==> src/rtl/key_debounce.sv <==
// ---------------------------------------------------------------------------
// key_debounce
//   Synchronises and debounces a bus of raw push-button inputs. For each key
//   it produces a clean pressed level plus single-cycle press, release and
//   long-press pulses. It also reports one summarised event per cycle for the
//   mode-control logic.
//
// Ports
//   CLOCK_50     in   1         system clock
//   reset        in   1         synchronous, active-high reset
//   keys         in   NUM_KEYS  raw asynchronous button inputs
//   key_level    out  NUM_KEYS  debounced state, 1 = pressed
//   key_press    out  NUM_KEYS  1-cycle pulse on accepted press
//   key_release  out  NUM_KEYS  1-cycle pulse on accepted release
//   key_long     out  NUM_KEYS  1-cycle pulse when a hold reaches LONG_CYCLES
//   event_valid  out  1         1-cycle pulse: some key event this cycle
//   event_key    out  3         index of the reported key (lowest index wins)
//   event_type   out  2         01 press, 10 release, 11 long
// ---------------------------------------------------------------------------
module key_debounce #(
    parameter int NUM_KEYS        = 7,
    parameter int DEBOUNCE_CYCLES = 1_000_000,
    parameter int LONG_CYCLES     = 50_000_000,
    parameter bit KEY_ACTIVE_LOW  = 1'b1
) (
    input  logic                CLOCK_50,
    input  logic                reset,
    input  logic [NUM_KEYS-1:0] keys,
    output logic [NUM_KEYS-1:0] key_level,
    output logic [NUM_KEYS-1:0] key_press,
    output logic [NUM_KEYS-1:0] key_release,
    output logic [NUM_KEYS-1:0] key_long,
    output logic                event_valid,
    output logic [2:0]          event_key,
    output logic [1:0]          event_type
);

    localparam int CW = $clog2(DEBOUNCE_CYCLES);
    localparam int LW = $clog2(LONG_CYCLES);

    localparam logic [CW-1:0] DB_LAST   = CW'(DEBOUNCE_CYCLES - 1);
    localparam logic [LW-1:0] LONG_LAST = LW'(LONG_CYCLES - 1);
    localparam logic [LW-1:0] LONG_PRE  = LW'(LONG_CYCLES - 2);

    localparam logic [1:0] ST_IDLE = 2'd0;
    localparam logic [1:0] ST_DB_DN = 2'd1;
    localparam logic [1:0] ST_HELD = 2'd2;
    localparam logic [1:0] ST_DB_UP = 2'd3;

    localparam logic [1:0] EV_PRESS   = 2'b01;
    localparam logic [1:0] EV_RELEASE = 2'b10;
    localparam logic [1:0] EV_LONG    = 2'b11;

    // Polarity is normalised before the synchroniser. XOR with a constant
    // adds no glitch risk. It also means a cleared synchroniser reads as
    // "not pressed", so leaving reset never looks like a press.
    localparam logic [NUM_KEYS-1:0] POL_MASK = {NUM_KEYS{KEY_ACTIVE_LOW}};

    logic [NUM_KEYS-1:0] sync1_q, sync2_q;
    logic [NUM_KEYS-1:0] pressed;

    logic [1:0]    state_q    [NUM_KEYS];
    logic [1:0]    state_d    [NUM_KEYS];
    logic [CW-1:0] cnt_q      [NUM_KEYS];
    logic [CW-1:0] cnt_d      [NUM_KEYS];
    logic [LW-1:0] long_cnt_q [NUM_KEYS];
    logic [LW-1:0] long_cnt_d [NUM_KEYS];

    logic [NUM_KEYS-1:0] level_q, level_d;
    logic [NUM_KEYS-1:0] press_q, press_d;
    logic [NUM_KEYS-1:0] rel_q, rel_d;
    logic [NUM_KEYS-1:0] long_q, long_d;
    logic                ev_valid_q, ev_valid_d;
    logic [2:0]          ev_key_q, ev_key_d;
    logic [1:0]          ev_type_q, ev_type_d;

    assign pressed = sync2_q;

    // Next-state logic for every key FSM, plus selection of the summary event.
    // Pulses are computed alongside the transition that causes them. The event
    // fields are registered in the same edge as the per-key pulse vectors.
    always_comb begin
        level_d    = level_q;
        press_d    = '0;
        rel_d      = '0;
        long_d     = '0;
        ev_valid_d = 1'b0;
        ev_key_d   = ev_key_q;
        ev_type_d  = ev_type_q;

        for (int k = 0; k < NUM_KEYS; k++) begin
            state_d[k]    = state_q[k];
            cnt_d[k]      = cnt_q[k];
            long_cnt_d[k] = long_cnt_q[k];

            // The hold timer runs through release bounces. It saturates, so the
            // long pulse fires at most once per hold.
            if (state_q[k] == ST_HELD || state_q[k] == ST_DB_UP) begin
                if (long_cnt_q[k] != LONG_LAST) begin
                    long_cnt_d[k] = long_cnt_q[k] + 1'b1;
                end
                if (long_cnt_q[k] == LONG_PRE) begin
                    long_d[k] = 1'b1;
                end
            end

            case (state_q[k])
                ST_IDLE: begin
                    if (pressed[k]) begin
                        state_d[k] = ST_DB_DN;
                        cnt_d[k]   = CW'(1);
                    end
                end
                ST_DB_DN: begin
                    if (!pressed[k]) begin
                        state_d[k] = ST_IDLE;
                        cnt_d[k]   = '0;
                    end else if (cnt_q[k] == DB_LAST) begin
                        state_d[k]    = ST_HELD;
                        cnt_d[k]      = '0;
                        level_d[k]    = 1'b1;
                        press_d[k]    = 1'b1;
                        long_cnt_d[k] = '0;
                    end else begin
                        cnt_d[k] = cnt_q[k] + 1'b1;
                    end
                end
                ST_HELD: begin
                    if (!pressed[k]) begin
                        state_d[k] = ST_DB_UP;
                        cnt_d[k]   = CW'(1);
                    end
                end
                ST_DB_UP: begin
                    if (pressed[k]) begin
                        state_d[k] = ST_HELD;
                        cnt_d[k]   = '0;
                    end else if (cnt_q[k] == DB_LAST) begin
                        state_d[k]    = ST_IDLE;
                        cnt_d[k]      = '0;
                        level_d[k]    = 1'b0;
                        rel_d[k]      = 1'b1;
                        long_cnt_d[k] = '0;
                    end else begin
                        cnt_d[k] = cnt_q[k] + 1'b1;
                    end
                end
                default: begin
                    state_d[k] = ST_IDLE;
                    cnt_d[k]   = '0;
                end
            endcase
        end

        // Scan from the top down so that the lowest-index key is reported.
        for (int k = NUM_KEYS - 1; k >= 0; k--) begin
            if (press_d[k] || rel_d[k] || long_d[k]) begin
                ev_valid_d = 1'b1;
                ev_key_d   = 3'(k);
                if (long_d[k]) begin
                    ev_type_d = EV_LONG;
                end else if (rel_d[k]) begin
                    ev_type_d = EV_RELEASE;
                end else begin
                    ev_type_d = EV_PRESS;
                end
            end
        end
    end

    // All state registers, with synchronous reset. Reset drops every key back
    // to IDLE without emitting a release. A key that is still held is then
    // accepted again as a fresh press.
    always_ff @(posedge CLOCK_50) begin
        if (reset) begin
            sync1_q    <= '0;
            sync2_q    <= '0;
            level_q    <= '0;
            press_q    <= '0;
            rel_q      <= '0;
            long_q     <= '0;
            ev_valid_q <= 1'b0;
            ev_key_q   <= '0;
            ev_type_q  <= '0;
            for (int k = 0; k < NUM_KEYS; k++) begin
                state_q[k]    <= ST_IDLE;
                cnt_q[k]      <= '0;
                long_cnt_q[k] <= '0;
            end
        end else begin
            sync1_q    <= keys ^ POL_MASK;
            sync2_q    <= sync1_q;
            level_q    <= level_d;
            press_q    <= press_d;
            rel_q      <= rel_d;
            long_q     <= long_d;
            ev_valid_q <= ev_valid_d;
            ev_key_q   <= ev_key_d;
            ev_type_q  <= ev_type_d;
            for (int k = 0; k < NUM_KEYS; k++) begin
                state_q[k]    <= state_d[k];
                cnt_q[k]      <= cnt_d[k];
                long_cnt_q[k] <= long_cnt_d[k];
            end
        end
    end

    assign key_level   = level_q;
    assign key_press   = press_q;
    assign key_release = rel_q;
    assign key_long    = long_q;
    assign event_valid = ev_valid_q;
    assign event_key   = ev_key_q;
    assign event_type  = ev_type_q;

endmodule
==> config.mk <==
export PLATFORM = sky130hd
export DESIGN_NAME = key_debounce
export DESIGN_NICKNAME = d
export VERILOG_FILES = /design/src/rtl/key_debounce.sv
export SDC_FILE = /design/constraint.sdc
export NUM_CORES = 1
export LEC_CHECK = 0
export ABC_AREA = 1
export CAP_MARGIN = 20
export CORE_ASPECT_RATIO = 0.8
export CORE_MARGIN = 1.5
export CORE_UTILIZATION = 40
export DETAILED_ROUTE_END_ITERATION = 10
export HOLD_SLACK_MARGIN = 0.05
export PLACE_DENSITY = 0.64
export SKIP_CTS_REPAIR_TIMING = 1
export SYNTH_ARGS = -nofsm -noshare
export SYNTH_HDL_FRONTEND = slang
export SYNTH_SLANG_ARGS = --single-unit
==> constraint.sdc <==
create_clock -name CLOCK_50 -period 2.8 [get_ports CLOCK_50]
set_clock_uncertainty 0.2 [all_clocks]
set_input_delay 0.56 -clock CLOCK_50 [delete_from_list [all_inputs] [get_ports CLOCK_50]]
set_output_delay 0.56 -clock CLOCK_50 [all_outputs]
set_load 0.01 [all_outputs]
==> results.cfg <==
[sta]
min_period_ns = 2.47
tightest_slew_ns = 0.835
hold_violations = 0
max-slew-margin-rel_pct = 43.8
setup_viol = 0
fin_crit_sh_pct = 88.1
timing.fmax_mhz = 406
rsz0062_at_grt = false
finalSetupTns_ns = 0
hold_ws_ns = 0.126
final-max-slew-violation-count = 0

[floorplanning]
die_h_um = 200
start_util_pct = 40.4
die_w_um = 250
io_pins = 43
fp.coreArea_sq_um = 48200
rows = 72
die-area_sq_um = 50000

[final_layout]
num-fill-cells = 4803
final_cell_area_sq_um = 22100
drive_gt1_share_pct = 7.12
num_antenna_cells = 0
multi_input_area_sq_um = 10200
syn_to_final_growth_pct = 13.8
layout_common_cells = nand2_1, nor2_1, dfxtp_1, inv_1, nand3_1
ff_latch_area_sq_um = 7690
fin_nets = 2851
final_common_cell = nand2_1
utilization_pct = 45.9

[grt]
antenna_found_initial = 0
grt_pass1_vias = 16800
grt_max_degree = 147
track_usage_pct = 18.2
grt.overflow.total = 0
grt_pass1_wl_um = 78300

[worst_setup_path]
cp_data_required_time_ns = 3.03
start_kind = flop
critical-path-max-stage-delay_ns = 0.37
worstPathCellList = ha_1 > nand2_1 > inv_1 > nand3_2 > nor2_4 > inv_1 > nor3_1 > nand4_1 > nand2_2 > clkinvlp_4 > buf_12 > a22oi_1 > nor2_1
r2r-start = cnt_q[3][0]
end_kind = flop
setup.worst_path.class = flop to flop
reg2reg_setup_slack_ns = 0.33
cp_common_cell = inv_1
crit_fanout = 7
cp_slowest_cell = dfxtp_1
cp_data_arrival_time_ns = 2.69
r2r_end = cnt_q[3][15]
reg2regPathDepth = 13

[pwr]
ir_worst_vdd_mv = 0.447
pwr-share-comb_pct = 5.4
clockPowerShare_pct = 48.0
power.density_nw_per_um2 = 546
power_frac_seq_pct = 46.6
switching_share_pct = 23.8
power.leakage_nw = 7.64
p_sw_mw = 2.87
intPower_mw = 9.21

[placed_design]
portBuffers = 42
dp_hpwl_um = 32800
place_area_sq_um = 20700
gp_congestion = 0.878

[drt]
vias = 17800
drc = 0
detail-route-antenna-nets = 0
viasPerCell = 5.10
routed-wl-met3_um = 2300
top_layer = met4
wire_per_inst_um = 13.1
dr.first_iter.drc_count = 1279
drt-total-wl_um = 45700
wl_met2_um = 19000
met1_length_um = 23400
drt-pass1-iter-count = 5

[yosys]
synth.avg_cell_area_sq_um = 7.05
syn_area_sq_um = 19500
synth_ff_type = dfxtp_1
ys_seq_elements = 384
synth_edf_count = 0
ys_seq_area_share_pct = 39.5
ys_warn_count = 0
syn-instance-count = 2761
yosysUniqueCellTypes = 64
synthArstFlopShare_pct = 0
syn_nets = 2791

[hold_path]
whs_endpoint = key_press[6]
hp-start = reset
min_path_cells = 2
hold_path.class = primary input to flop

[cts]
cts_max_path_buffers = 3
clock-root-buffer = clkbuf_16
numClockSinks = 384
cts_tree = yes
insertion_delay_ns = 0.58
cts_buffers = 42
cts_max_level = 2
clk_pin_slew_ns = 0.06

[status]
status = finished, final reports clean

[flow_run]
maxCapViolations = 0
==> registers in the layout, summed over array words and instances, names as in the netlist, named ones only <==
register and count:
pressed 7, event_type 2, key_level 7, state_q 7
cnt_q 140, event_key 3, sync1_q 7, key_long 7
key_release 7, long_cnt_q 182, event_valid 1, key_press 7
==> critical path: cells and delay by family (launching register included) <==
| kind | cells | cell delay (ns) |
|---|---|---|
| AND/OR/NAND/NOR | 7 | 0.84 |
| flip-flops | 1 | 0.37 |
| buffers and inverters | 4 | 0.57 |
| AO/OA/AOI/OAI | 1 | 0.15 |
| adder cells (fa/ha/maj) | 1 | 0.18 |
==> cell type report <==
class                   count  share of cell area [%]
clock buffers              61                    5.66
clock inverters            15                   0.915
inverters                 345                    5.86
multi-input cells        1973                    46.2
flip-flops and latches    384                    34.7
well taps                 629                    3.55
repair buffers             75                    3.12
==> Yosys cell counts (3+ instances only) <==
| cell type | number | area [sq um] |
|---|---|---|
| o21ai_0 | 91 | 455 |
| nor4_1 | 19 | 119 |
| nor2_2 | 26 | 163 |
| inv_1 | 338 | 1270 |
| a211oi_1 | 12 | 90.1 |
| xor2_1 | 111 | 972 |
| inv_2 | 6 | 22.5 |
| dfxtp_1 | 384 | 7690 |
| o21ai_1 | 3 | 15.0 |
| a2111oi_0 | 6 | 52.6 |
| nand3_2 | 8 | 80.1 |
| nor3_1 | 113 | 566 |
| or3_1 | 3 | 18.8 |
| or2_2 | 4 | 25.0 |
| nor3_2 | 15 | 150 |
| o31ai_1 | 3 | 22.5 |
| nor2_4 | 7 | 78.8 |
| o221ai_1 | 6 | 52.6 |
| a32oi_1 | 5 | 43.8 |
| nand3_1 | 132 | 661 |
| o21bai_1 | 8 | 60.1 |
| a31o_2 | 6 | 52.6 |
| a221oi_1 | 22 | 193 |
| o22ai_1 | 3 | 18.8 |
| clkbuf_1 | 33 | 124 |
| a22oi_1 | 14 | 105 |
| a21oi_1 | 119 | 596 |
| nor2_1 | 457 | 1720 |
| xnor2_1 | 45 | 394 |
| nor3b_1 | 10 | 75.1 |
| nand2_2 | 10 | 62.6 |
| or2_1 | 5 | 31.3 |
| buf_2 | 17 | 85.1 |
| o21a_1 | 5 | 37.5 |
| nand2_1 | 546 | 2050 |
| buf_1 | 5 | 18.8 |
| nand3b_1 | 5 | 37.5 |
| ha_1 | 21 | 263 |
| o211ai_1 | 12 | 90.1 |
| a31oi_1 | 10 | 62.6 |
| nand4_1 | 87 | 544 |
==> worst max-delay path by stage <==
stage	end	start	cells past startpoint	slack, ns
detailed placement	long_cnt_q[1][18]	long_cnt_q[1][0]	12	0.18
CTS	long_cnt_q[1][18]	long_cnt_q[1][0]	12	0.16
global placement	long_cnt_q[1][18]	long_cnt_q[1][0]	12	0.25
finish	cnt_q[3][15]	cnt_q[3][0]	13	0.33
floorplan	cnt_q[0][16]	cnt_q[0][0]	15	0.75
global route	cnt_q[3][15]	cnt_q[3][0]	13	0.08
==> layer usage <==
layer	up-vias	global-route usage, %
met3	77	3.42
met1	8176	26.0
met2	368	27.6
li1	9146	-
met5	-	0
met4	0	6.05
==> power groups by stage <==
stage	clock network [mW]	logic, mW	registers [mW]
2_1_floorplan	0	0.466	5.72
3_3_place_gp	0	0.631	5.75
3_5_place_dp	0	0.642	5.75
4_1_cts	5.96	0.646	5.63
5_1_grt	6.18	0.732	5.64
6_report	5.80	0.652	5.63
==> kinds of logic (layout without fill, tap and decap cells) <==
group           Yosys count  in the layout  synth area share [%]
fa+ha+maj                21             21                  1.35
xor+xnor                156            156                  7.02
simple gates           1459           1459                  33.5
buf+inv                 404            496                  8.03
flops                   384            384                  39.5
compound gates          337            337                  10.6
==> per-stage QoR <==
step,worst slack [ns],cells,power [mW]
global route,0.0766,3482,12.6
detailed placement,0.183,3404,6.39
floorplan,0.747,2761,6.19
CTS,0.162,3480,12.2
finish,0.334,3482,12.1
global placement,0.250,3404,6.38
(Power assumes the default switching activity.)
